File: src/rtl/lift_ter_mac_if.sv
// lift_ter_mac_if: handshake and data bundle for the ternary lifting MAC.
// The master side (producer/consumer of the block) drives start, the
// coefficient pairs and out_ready; the slave side (lift_ter_mac) drives
// in_ready, acc, out_valid and busy.
// Optional feature macro: LIFT_TER_INVCHK_EN adds the sticky err flag.
interface lift_ter_mac_if;
  logic       start;
  logic [3:0] phi_pair;
  logic [3:0] coef_pair;
  logic       in_valid;
  logic       in_ready;
  logic [1:0] acc;
  logic       out_valid;
  logic       out_ready;
  logic       busy;
`ifdef LIFT_TER_INVCHK_EN
  logic       err;

  modport master (
    output start, phi_pair, coef_pair, in_valid, out_ready,
    input  in_ready, acc, out_valid, busy, err
  );

  modport slave (
    input  start, phi_pair, coef_pair, in_valid, out_ready,
    output in_ready, acc, out_valid, busy, err
  );
`else
  modport master (
    output start, phi_pair, coef_pair, in_valid, out_ready,
    input  in_ready, acc, out_valid, busy
  );

  modport slave (
    input  start, phi_pair, coef_pair, in_valid, out_ready,
    output in_ready, acc, out_valid, busy
  );
`endif
endinterface

File: src/rtl/lift_ter_mac.sv
// lift_ter_mac: ternary (mod 3) dot-product engine used for the inverse-Phi1
// lifting step. Two coefficient pairs are multiplied and accumulated per
// accepted beat; after N_PAIRS beats the mod-3 sum is held until consumed.
// Ternary codes: 00=0, 01=+1, 10=-1, 11=invalid (treated as 0).
// Optional feature macro: LIFT_TER_INVCHK_EN adds a sticky err output that
// flags any accepted slot carrying the invalid code 11.
module lift_ter_mac #(
  parameter int N_PAIRS = 351,
  parameter int CW      = 9
) (
  input  logic           clk,
  input  logic           rst,
  lift_ter_mac_if.slave  bus
);

  typedef enum logic [1:0] {
    S_IDLE = 2'd0,
    S_RUN  = 2'd1,
    S_DONE = 2'd2
  } state_t;

  localparam logic [CW-1:0] LAST_IDX = CW'(N_PAIRS - 1);

  state_t        r_state;
  state_t        w_nextState;
  logic [1:0]    r_acc;
  logic [1:0]    w_nextAcc;
  logic [CW-1:0] r_cnt;
  logic [CW-1:0] w_nextCnt;
  logic [1:0]    w_prodHi;
  logic [1:0]    w_prodLo;
  logic [1:0]    w_sum;

  // Map a ternary code to its residue 0/1/2, folding the invalid code to 0.
  function automatic logic [1:0] ternVal(input logic [1:0] code);
    return (code == 2'b11) ? 2'b00 : code;
  endfunction

  // Mod-3 product of two ternary codes: zero if either is zero, +1 if the
  // signs agree, -1 otherwise.
  function automatic logic [1:0] ternMul(input logic [1:0] a, input logic [1:0] b);
    logic [1:0] va;
    logic [1:0] vb;
    va = ternVal(a);
    vb = ternVal(b);
    if ((va == 2'b00) || (vb == 2'b00)) begin
      return 2'b00;
    end else if (va == vb) begin
      return 2'b01;
    end else begin
      return 2'b10;
    end
  endfunction

  // Mod-3 sum of two residues, kept inside the 2-bit encoding.
  function automatic logic [1:0] ternAdd(input logic [1:0] a, input logic [1:0] b);
    logic [2:0] s;
    s = {1'b0, ternVal(a)} + {1'b0, ternVal(b)};
    if (s >= 3'd3) begin
      s = s - 3'd3;
    end
    return s[1:0];
  endfunction

  // Per-beat products and the running sum they produce.
  always_comb begin
    w_prodHi = ternMul(bus.phi_pair[3:2], bus.coef_pair[3:2]);
    w_prodLo = ternMul(bus.phi_pair[1:0], bus.coef_pair[1:0]);
    w_sum    = ternAdd(ternAdd(r_acc, w_prodHi), w_prodLo);
  end

`ifdef LIFT_TER_INVCHK_EN
  logic r_err;
  logic w_nextErr;
  logic w_hasInvalid;

  // Any slot of an accepted beat carrying code 11 raises the sticky flag.
  always_comb begin
    w_hasInvalid = (bus.phi_pair[3:2]  == 2'b11) || (bus.phi_pair[1:0]  == 2'b11) ||
                   (bus.coef_pair[3:2] == 2'b11) || (bus.coef_pair[1:0] == 2'b11);
  end
`endif

  // Next-state and datapath updates; hold everything unless a transition fires.
  always_comb begin
    w_nextState = r_state;
    w_nextAcc   = r_acc;
    w_nextCnt   = r_cnt;
`ifdef LIFT_TER_INVCHK_EN
    w_nextErr   = r_err;
`endif
    case (r_state)
      S_IDLE: begin
        if (bus.start) begin
          w_nextState = S_RUN;
          w_nextAcc   = 2'b00;
          w_nextCnt   = '0;
`ifdef LIFT_TER_INVCHK_EN
          w_nextErr   = 1'b0;
`endif
        end
      end
      S_RUN: begin
        if (bus.in_valid) begin
          w_nextAcc = w_sum;
          w_nextCnt = r_cnt + CW'(1);
`ifdef LIFT_TER_INVCHK_EN
          w_nextErr = r_err | w_hasInvalid;
`endif
          if (r_cnt == LAST_IDX) begin
            w_nextState = S_DONE;
          end
        end
      end
      S_DONE: begin
        if (bus.out_ready) begin
          w_nextState = S_IDLE;
        end
      end
      default: begin
        w_nextState = S_IDLE;
      end
    endcase
  end

  // State, accumulator and beat counter registers with asynchronous clear.
  always_ff @(posedge clk or negedge rst) begin
    if (!rst) begin
      r_state <= S_IDLE;
      r_acc   <= 2'b00;
      r_cnt   <= '0;
    end else begin
      r_state <= w_nextState;
      r_acc   <= w_nextAcc;
      r_cnt   <= w_nextCnt;
    end
  end

`ifdef LIFT_TER_INVCHK_EN
  // Sticky invalid-code flag, cleared by an accepted start or by reset.
  always_ff @(posedge clk or negedge rst) begin
    if (!rst) begin
      r_err <= 1'b0;
    end else begin
      r_err <= w_nextErr;
    end
  end

  assign bus.err = r_err;
`endif

  assign bus.in_ready  = (r_state == S_RUN);
  assign bus.out_valid = (r_state == S_DONE);
  assign bus.busy      = (r_state != S_IDLE);
  assign bus.acc       = r_acc;

endmodule
File: src/flat_wrapper.sv
// flat-port wrapper written by rule: the top's interface ports become plain ports
module lift_ter_mac_flat 
#(
  parameter int N_PAIRS = 351,
  parameter int CW      = 9
)
  (clk, rst, bus_start, bus_phi_pair, bus_coef_pair, bus_in_valid, bus_out_ready, bus_in_ready, bus_acc, bus_out_valid, bus_busy);
  lift_ter_mac_if bus_i ();
  input  logic clk;
  input  logic rst;
  input wire logic [$bits(bus_i.start)-1:0] bus_start;
  input wire logic [$bits(bus_i.phi_pair)-1:0] bus_phi_pair;
  input wire logic [$bits(bus_i.coef_pair)-1:0] bus_coef_pair;
  input wire logic [$bits(bus_i.in_valid)-1:0] bus_in_valid;
  input wire logic [$bits(bus_i.out_ready)-1:0] bus_out_ready;
  output wire logic [$bits(bus_i.in_ready)-1:0] bus_in_ready;
  output wire logic [$bits(bus_i.acc)-1:0] bus_acc;
  output wire logic [$bits(bus_i.out_valid)-1:0] bus_out_valid;
  output wire logic [$bits(bus_i.busy)-1:0] bus_busy;
  assign bus_i.start = bus_start;
  assign bus_i.phi_pair = bus_phi_pair;
  assign bus_i.coef_pair = bus_coef_pair;
  assign bus_i.in_valid = bus_in_valid;
  assign bus_i.out_ready = bus_out_ready;
  assign bus_in_ready = bus_i.in_ready;
  assign bus_acc = bus_i.acc;
  assign bus_out_valid = bus_i.out_valid;
  assign bus_busy = bus_i.busy;
  lift_ter_mac #(.N_PAIRS(N_PAIRS), .CW(CW)) u_core (.clk(clk), .rst(rst), .bus(bus_i));
endmodule
File: config.mk
export PLATFORM = sky130hd
export DESIGN_NAME = lift_ter_mac_flat
export DESIGN_NICKNAME = d
export VERILOG_FILES = /design/src/rtl/lift_ter_mac_if.sv /design/src/rtl/lift_ter_mac.sv /design/src/flat_wrapper.sv
export SDC_FILE = /design/constraint.sdc
export NUM_CORES = 1
export LEC_CHECK = 0
export BUFFER_PORTS_ARGS = -buffer_cell sky130_fd_sc_hd__buf_2
export CAP_MARGIN = 20
export CORE_UTILIZATION = 40
export CTS_BUF_LIST = sky130_fd_sc_hd__clkbuf_8
export CTS_CLUSTER_SIZE = 24
export DETAILED_ROUTE_END_ITERATION = 16
export HOLD_SLACK_MARGIN = 0.12
export SYNTH_ARGS = -nofsm -noshare
export SYNTH_HDL_FRONTEND = slang
export SYNTH_SLANG_ARGS = --single-unit
File: constraint.sdc
create_clock -name clk -period 4.25 [get_ports clk]
set_input_delay 0 -clock clk [delete_from_list [all_inputs] [get_ports clk]]
set_output_delay 0 -clock clk [all_outputs]
set_load 0.1 [all_outputs]
# Word-level counts from Yosys, hierarchy flattened
# Index checks and enable logic that the tools add are counted.
# word_totals
output_inout_bits	5
register_bits	13
inputBits	13
# classes
mux	25
n_lt_le_gt_ge	2
n_eq_ne	17
reduce_logical	11
n_addsub	5
# ops
operator	count
$mux W2	20
$eq A2 B2 Y1 const B	9
$mux W9	2
$pmux W9 S2	1
$logic_not A2 Y1	5
$add A9 B1 Y9 const B	1
$eq A9 B9 Y1 const B	1
$add A2 B2 Y3	2
$ge A3 B2 Y1 const B	2
$ne A2 B2 Y1 const B	3
$pmux W2 S3	1
$eq A2 B2 Y1	2
$pmux W2 S2	1
$reduce_and A4 Y1	1
$reduce_bool A2 Y1	2
$sub A2 B2 Y2 const B	2
$reduce_and A3 Y1	1
$eq A2 B1 Y1 const B	1
$logic_or A1 B1 Y1	2
$ne A2 B1 Y1 const B	1

# Longest topological paths before layout
# logic_depth
depth_word	17
depth_mapped	22
ltp_nobuf	22

# Worst setup path before layout
# OpenSTA, ideal clock, no wires.
# synth_path
kind	reg-to-reg
startpoint	register u_core.r_acc[0] (netlist: u_core.bus.acc[0])
endpoint	register u_core.r_acc[0] (netlist: u_core.bus.acc[0])
t_required_ps	4128
arrival_time_ps	3804
path_stages_with_launch	18
path_buffers	0
setup_time_ps	122
path_slack_ps	325
cell_sequence	dfrtp_1 nor2b_1 ha_1 inv_1 fa_1 inv_1 ha_1 nor2b_1 nand3_1 o31ai_1 ha_1 inv_1 fa_1 inv_1 ha_1 nor2b_1 o21ai_0 a22o_2
# synth_via
elab_chain_len	12
# synth_rtl
element	line	text
start: declaration	lift_ter_mac.sv:26	logic [1:0] r_acc;
start signal: assignment	lift_ter_mac.sv:134	r_acc <= w_nextAcc;
$eq A2 B2 Y1	lift_ter_mac.sv:36	return (code == 2'b11) ? 2'b00 : code;
$mux W2 (*)	lift_ter_mac.sv:36	
$add A2 B2 Y3 (*)	lift_ter_mac.sv:58	s = {1'b0, ternVal(a)} + {1'b0, ternVal(b)};
$ge A3 B2 Y1 or $sub A2 B2 Y2 (tied branches)	lift_ter_mac.sv:59, lift_ter_mac.sv:60	
$mux W2 (*)	lift_ter_mac.sv:59	if (s >= 3'd3) begin
$eq A2 B2 Y1	lift_ter_mac.sv:36	
$mux W2 (*)	lift_ter_mac.sv:36	
$add A2 B2 Y3 (*)	lift_ter_mac.sv:58	
$ge A3 B2 Y1 or $sub A2 B2 Y2 (tied branches)	lift_ter_mac.sv:59, lift_ter_mac.sv:60	
$mux W2 (*)	lift_ter_mac.sv:59	
$mux W2 (*)	lift_ter_mac.sv:104	if (bus.in_valid) begin
$pmux W2 S2 (*)	lift_ter_mac.sv:92	case (r_state)
# Every way passes the cells marked *; elsewhere a longest branch is shown, timed or not. The select of a mux whose other input is x is not followed.
# A chain may end at the register's enable or synchronous reset.

# Final worst setup path
# layout_path
startpoint	input bus_coef_pair[3]
endpoint	register u_core.r_acc[0] (netlist: u_core.bus.acc[0])
# layout_via
elab_chain_len	17
# layout_rtl
element	line	text
start: declaration	flat_wrapper.sv:13	input wire logic [$bits(bus_i.coef_pair)-1:0] bus_coef_pair;
$eq A2 B2 Y1	lift_ter_mac.sv:36	
$mux W2 (*)	lift_ter_mac.sv:36	
$eq A2 B2 Y1 or $logic_not A2 Y1 (tied branches)	lift_ter_mac.sv:48, lift_ter_mac.sv:46	
$mux W2 or $logic_or A1 B1 Y1 (tied branches)	lift_ter_mac.sv:48, lift_ter_mac.sv:46	
$mux W2 (*)	lift_ter_mac.sv:46	if ((va == 2'b00) || (vb == 2'b00)) begin
$eq A2 B2 Y1	lift_ter_mac.sv:36	
$mux W2 (*)	lift_ter_mac.sv:36	
$add A2 B2 Y3 (*)	lift_ter_mac.sv:58	
$ge A3 B2 Y1 or $sub A2 B2 Y2 (tied branches)	lift_ter_mac.sv:59, lift_ter_mac.sv:60	
$mux W2 (*)	lift_ter_mac.sv:59	
$eq A2 B2 Y1	lift_ter_mac.sv:36	
$mux W2 (*)	lift_ter_mac.sv:36	
$add A2 B2 Y3 (*)	lift_ter_mac.sv:58	
$ge A3 B2 Y1 or $sub A2 B2 Y2 (tied branches)	lift_ter_mac.sv:59, lift_ter_mac.sv:60	
$mux W2 (*)	lift_ter_mac.sv:59	
$mux W2 (*)	lift_ter_mac.sv:104	
$pmux W2 S2 (*)	lift_ter_mac.sv:92	
# Marks and branches as above.

==> impl_metrics.tcl <==
set metrics [dict create \
    htree_levels 1 \
    cts_tree "yes" \
    ys.warnings.count 0 \
    root_buffer "clkbuf_8" \
    required_ns 4.38 \
    p_sw_frac 0.4433 \
    cp-start-kind "input pin" \
    initial_core_util 0.4268 \
    rsz0062_at_grt "false" \
    combPwrFrac 0.479 \
    cts_hold_repair.buffers 2 \
    grt_usage 0.1696 \
    num_rows 18 \
    crit_fanout 4 \
    dr.pass1.iters 4 \
    ant_nets 0 \
    clkSinkCount 13 \
    yosysTopAreaCellShare 0.3077 \
    stdcell_count 170 \
    ys_async_sr_fraction 1.000 \
    outcome "finished, final reports clean" \
    seq_area_um2 325.3 \
    tns_ns 0 \
    internal_power_mw 0.3140 \
    synth.area.top_cells "dfrtp_1 (31%), ha_1 (17%), inv_1 (6.4%)" \
    synthTopCellsByCount "inv_1 (18), ha_1 (14), dfrtp_1 (13)" \
    dieHeight_um 53.41 \
    grt_start_max_net_pins 14 \
    power_frac_seq 0.328 \
    vias 875 \
    powerDensity_nw_per_um2 453.0 \
    worst_pin_slew_ns 0.5612 \
    drt_iter0_drc 19 \
    power.switching_mw 0.2500 \
    endpoint_kind "flip-flop" \
    fillers 247 \
    vias_per_cell 5.147 \
    cts_resized 0 \
    placed_cells 164 \
    drcViolationCount 0 \
    synth-seq-cells 13 \
    fmax_ghz 0.2763 \
    maxSlewViolCount 0 \
    fin_worst_skew_ns 0.0004147 \
    synth_edf_count 0 \
    synth_area_um2 1057 \
    drive_gt1_frac 0.2071 \
    maxCapViolCount 0 \
    min_path_type "in -> reg" \
    grt_pass1_vias 833 \
    hold_ws_ns 0.1262 \
    ir_drop_uv 354.0 \
    diodes 0 \
    grt.overflow.total 0 \
    die_x_um 53.41 \
    setup_viol 0 \
    period_share 0.8517 \
    dieArea_um2 2853 \
    insertion_delay_ns 0.24 \
    path_clk_slew_ns 0.05 \
    wirelength_um 2026 \
    area_growth_pct 17.75 \
    crit_type "in -> reg" \
    synthMostInstantiatedCell "inv_1" \
    critPathArrivalTime_ns 3.75 \
    cts_max_path_buffers 2 \
    ys.flop_type "dfrtp_1" \
    ios 18 \
    hold_viol 0 \
    route.detailed.wl_per_inst_um 11.92 \
    core_um2 2477 \
    syn-num-nets 146 \
    hpwl_um 1580 \
    ys_types 30 \
    leakage_nw 0.6409 \
    grt_first_pass_wirelength_um 3401 \
    maxSlewHeadroom 0.6245 \
    place_congestion 0.7737 \
    pwr-share-clk 0.193 \
    multiInputGateArea_um2 664.4 \
    numCtsBuffers 3 \
    cts_setup_buffers 0 \
    avgSynthCellArea_um2 9.036 \
    seq_area_frac_synth 0.3077 \
    min_period_ns 3.620 \
    synth_area_leader_cell "dfrtp_1" \
    nNetsFinal 170 \
    antenna_found_initial 0 \
    netlist_instances 117 \
    portBuffers 17 \
]
==> per-stage QoR <==
stage | power (mW) | area [um2] | setup WS (ns) | util
2_1_floorplan | 0.3971 | 1057 | 0.3246 | -
3_3_place_gp | 0.4433 | 1180 | 0.5688 | 0.4763
3_5_place_dp | 0.4565 | 1180 | 0.3472 | 0.4763
4_1_cts | 0.5715 | 1245 | 0.5804 | 0.5025
5_1_grt | 0.6123 | 1245 | 0.2443 | 0.5025
6_report | 0.5640 | 1245 | 0.6303 | 0.5025
==> placed cells by master, fill, tap and decap left out, drive strengths merged <==
cell type and count:
nand4 6, and2b 1, nand2b 1, a21oi 3, nor3 3, dlygate4sd3 2
nor2b 4, or2b 1, dfrtp 13, or2 2, clkbuf 3, ha 14
nor3b 1, o31ai 1, mux2i 1, nand2 8, nand3b 1, nand3 3
buf 17, o2bb2ai 2, fa 2, o21ai 4, xor2 3, xnor2 7
a31o 1, and3b 1, nor4b 1, a22o 1, inv 19, nor2 10
and3 2, a21o 1, nor4 1
==> registers in the layout, indices dropped and copies added (netlist names) <==
signal / flops
u_core.r_state: 2
u_core.r_cnt: 9
u_core.bus.acc: 2
==> final timing paths <==
kind	from	to	slack [ns]	cells past startpoint
max	bus_coef_pair[3]	u_core.bus.acc[0]	0.63	22
min	bus_in_valid	u_core.r_cnt[1]	0.13	3
max reg2reg	u_core.bus.acc[1]	u_core.bus.acc[0]	0.65	17
min reg2reg	u_core.bus.acc[1]	u_core.bus.acc[1]	0.53	2
max in group asynchronous	rst	u_core.r_cnt[5]	3.85	2
min in group asynchronous	rst	u_core.r_cnt[4]	0.17	2
==> critical path, cell delays in order <==
cell	delay, ns
buf_2	0.09
inv_1	0.05
ha_1	0.19
xnor2_1	0.20
nand2_1	0.10
nor3_1	0.16
ha_1	0.17
inv_1	0.05
fa_1	0.53
inv_1	0.06
ha_1	0.17
nor2b_1	0.23
nand3_1	0.12
o31ai_1	0.09
ha_1	0.19
inv_1	0.05
fa_1	0.53
inv_1	0.05
ha_1	0.17
nor2b_1	0.20
o21ai_0	0.13
a22o_2	0.23
==> power groups by stage <==
stage          Clock (mW)  Sequential, mW  Combinational (mW)
4_1_cts             0.113           0.185               0.274
3_5_place_dp            0           0.187               0.270
6_report            0.109           0.185               0.270
2_1_floorplan           0           0.227               0.170
3_3_place_gp            0           0.186               0.258
5_1_grt             0.117           0.189               0.306
==> layer usage <==
metal | GRT usage | up-vias | share of wire
met1 | 0.1944 | 418 | 0.45
met2 | 0.3021 | 17 | 0.50
met4 | 0.07895 | 0 | 0.012
met3 | 0.02586 | 4 | 0.039
met5 | 0 | - | 0
li1 | - | 436 | -
==> cell families after synthesis <==
family	share of synthesized area
xor gates and xnor gates	0.08285
AOI/OAI and AO/OA	0.08166
DFF	0.3077
buffers and inverters	0.06390
and+or+nand+nor	0.2509
adders and majority gates	0.2036
muxes	0.009468
==> cell type report <==
cell class / count / area share
well taps: 30 / 0.03015
multi-input cells: 86 / 0.5337
clock inverters: 1 / 0.003015
clock buffers: 3 / 0.03317
flip-flops and latches: 13 / 0.2613
inverters: 18 / 0.05427
repair buffers: 19 / 0.08442
No activity file was read; power rests on OpenSTA's default activity.
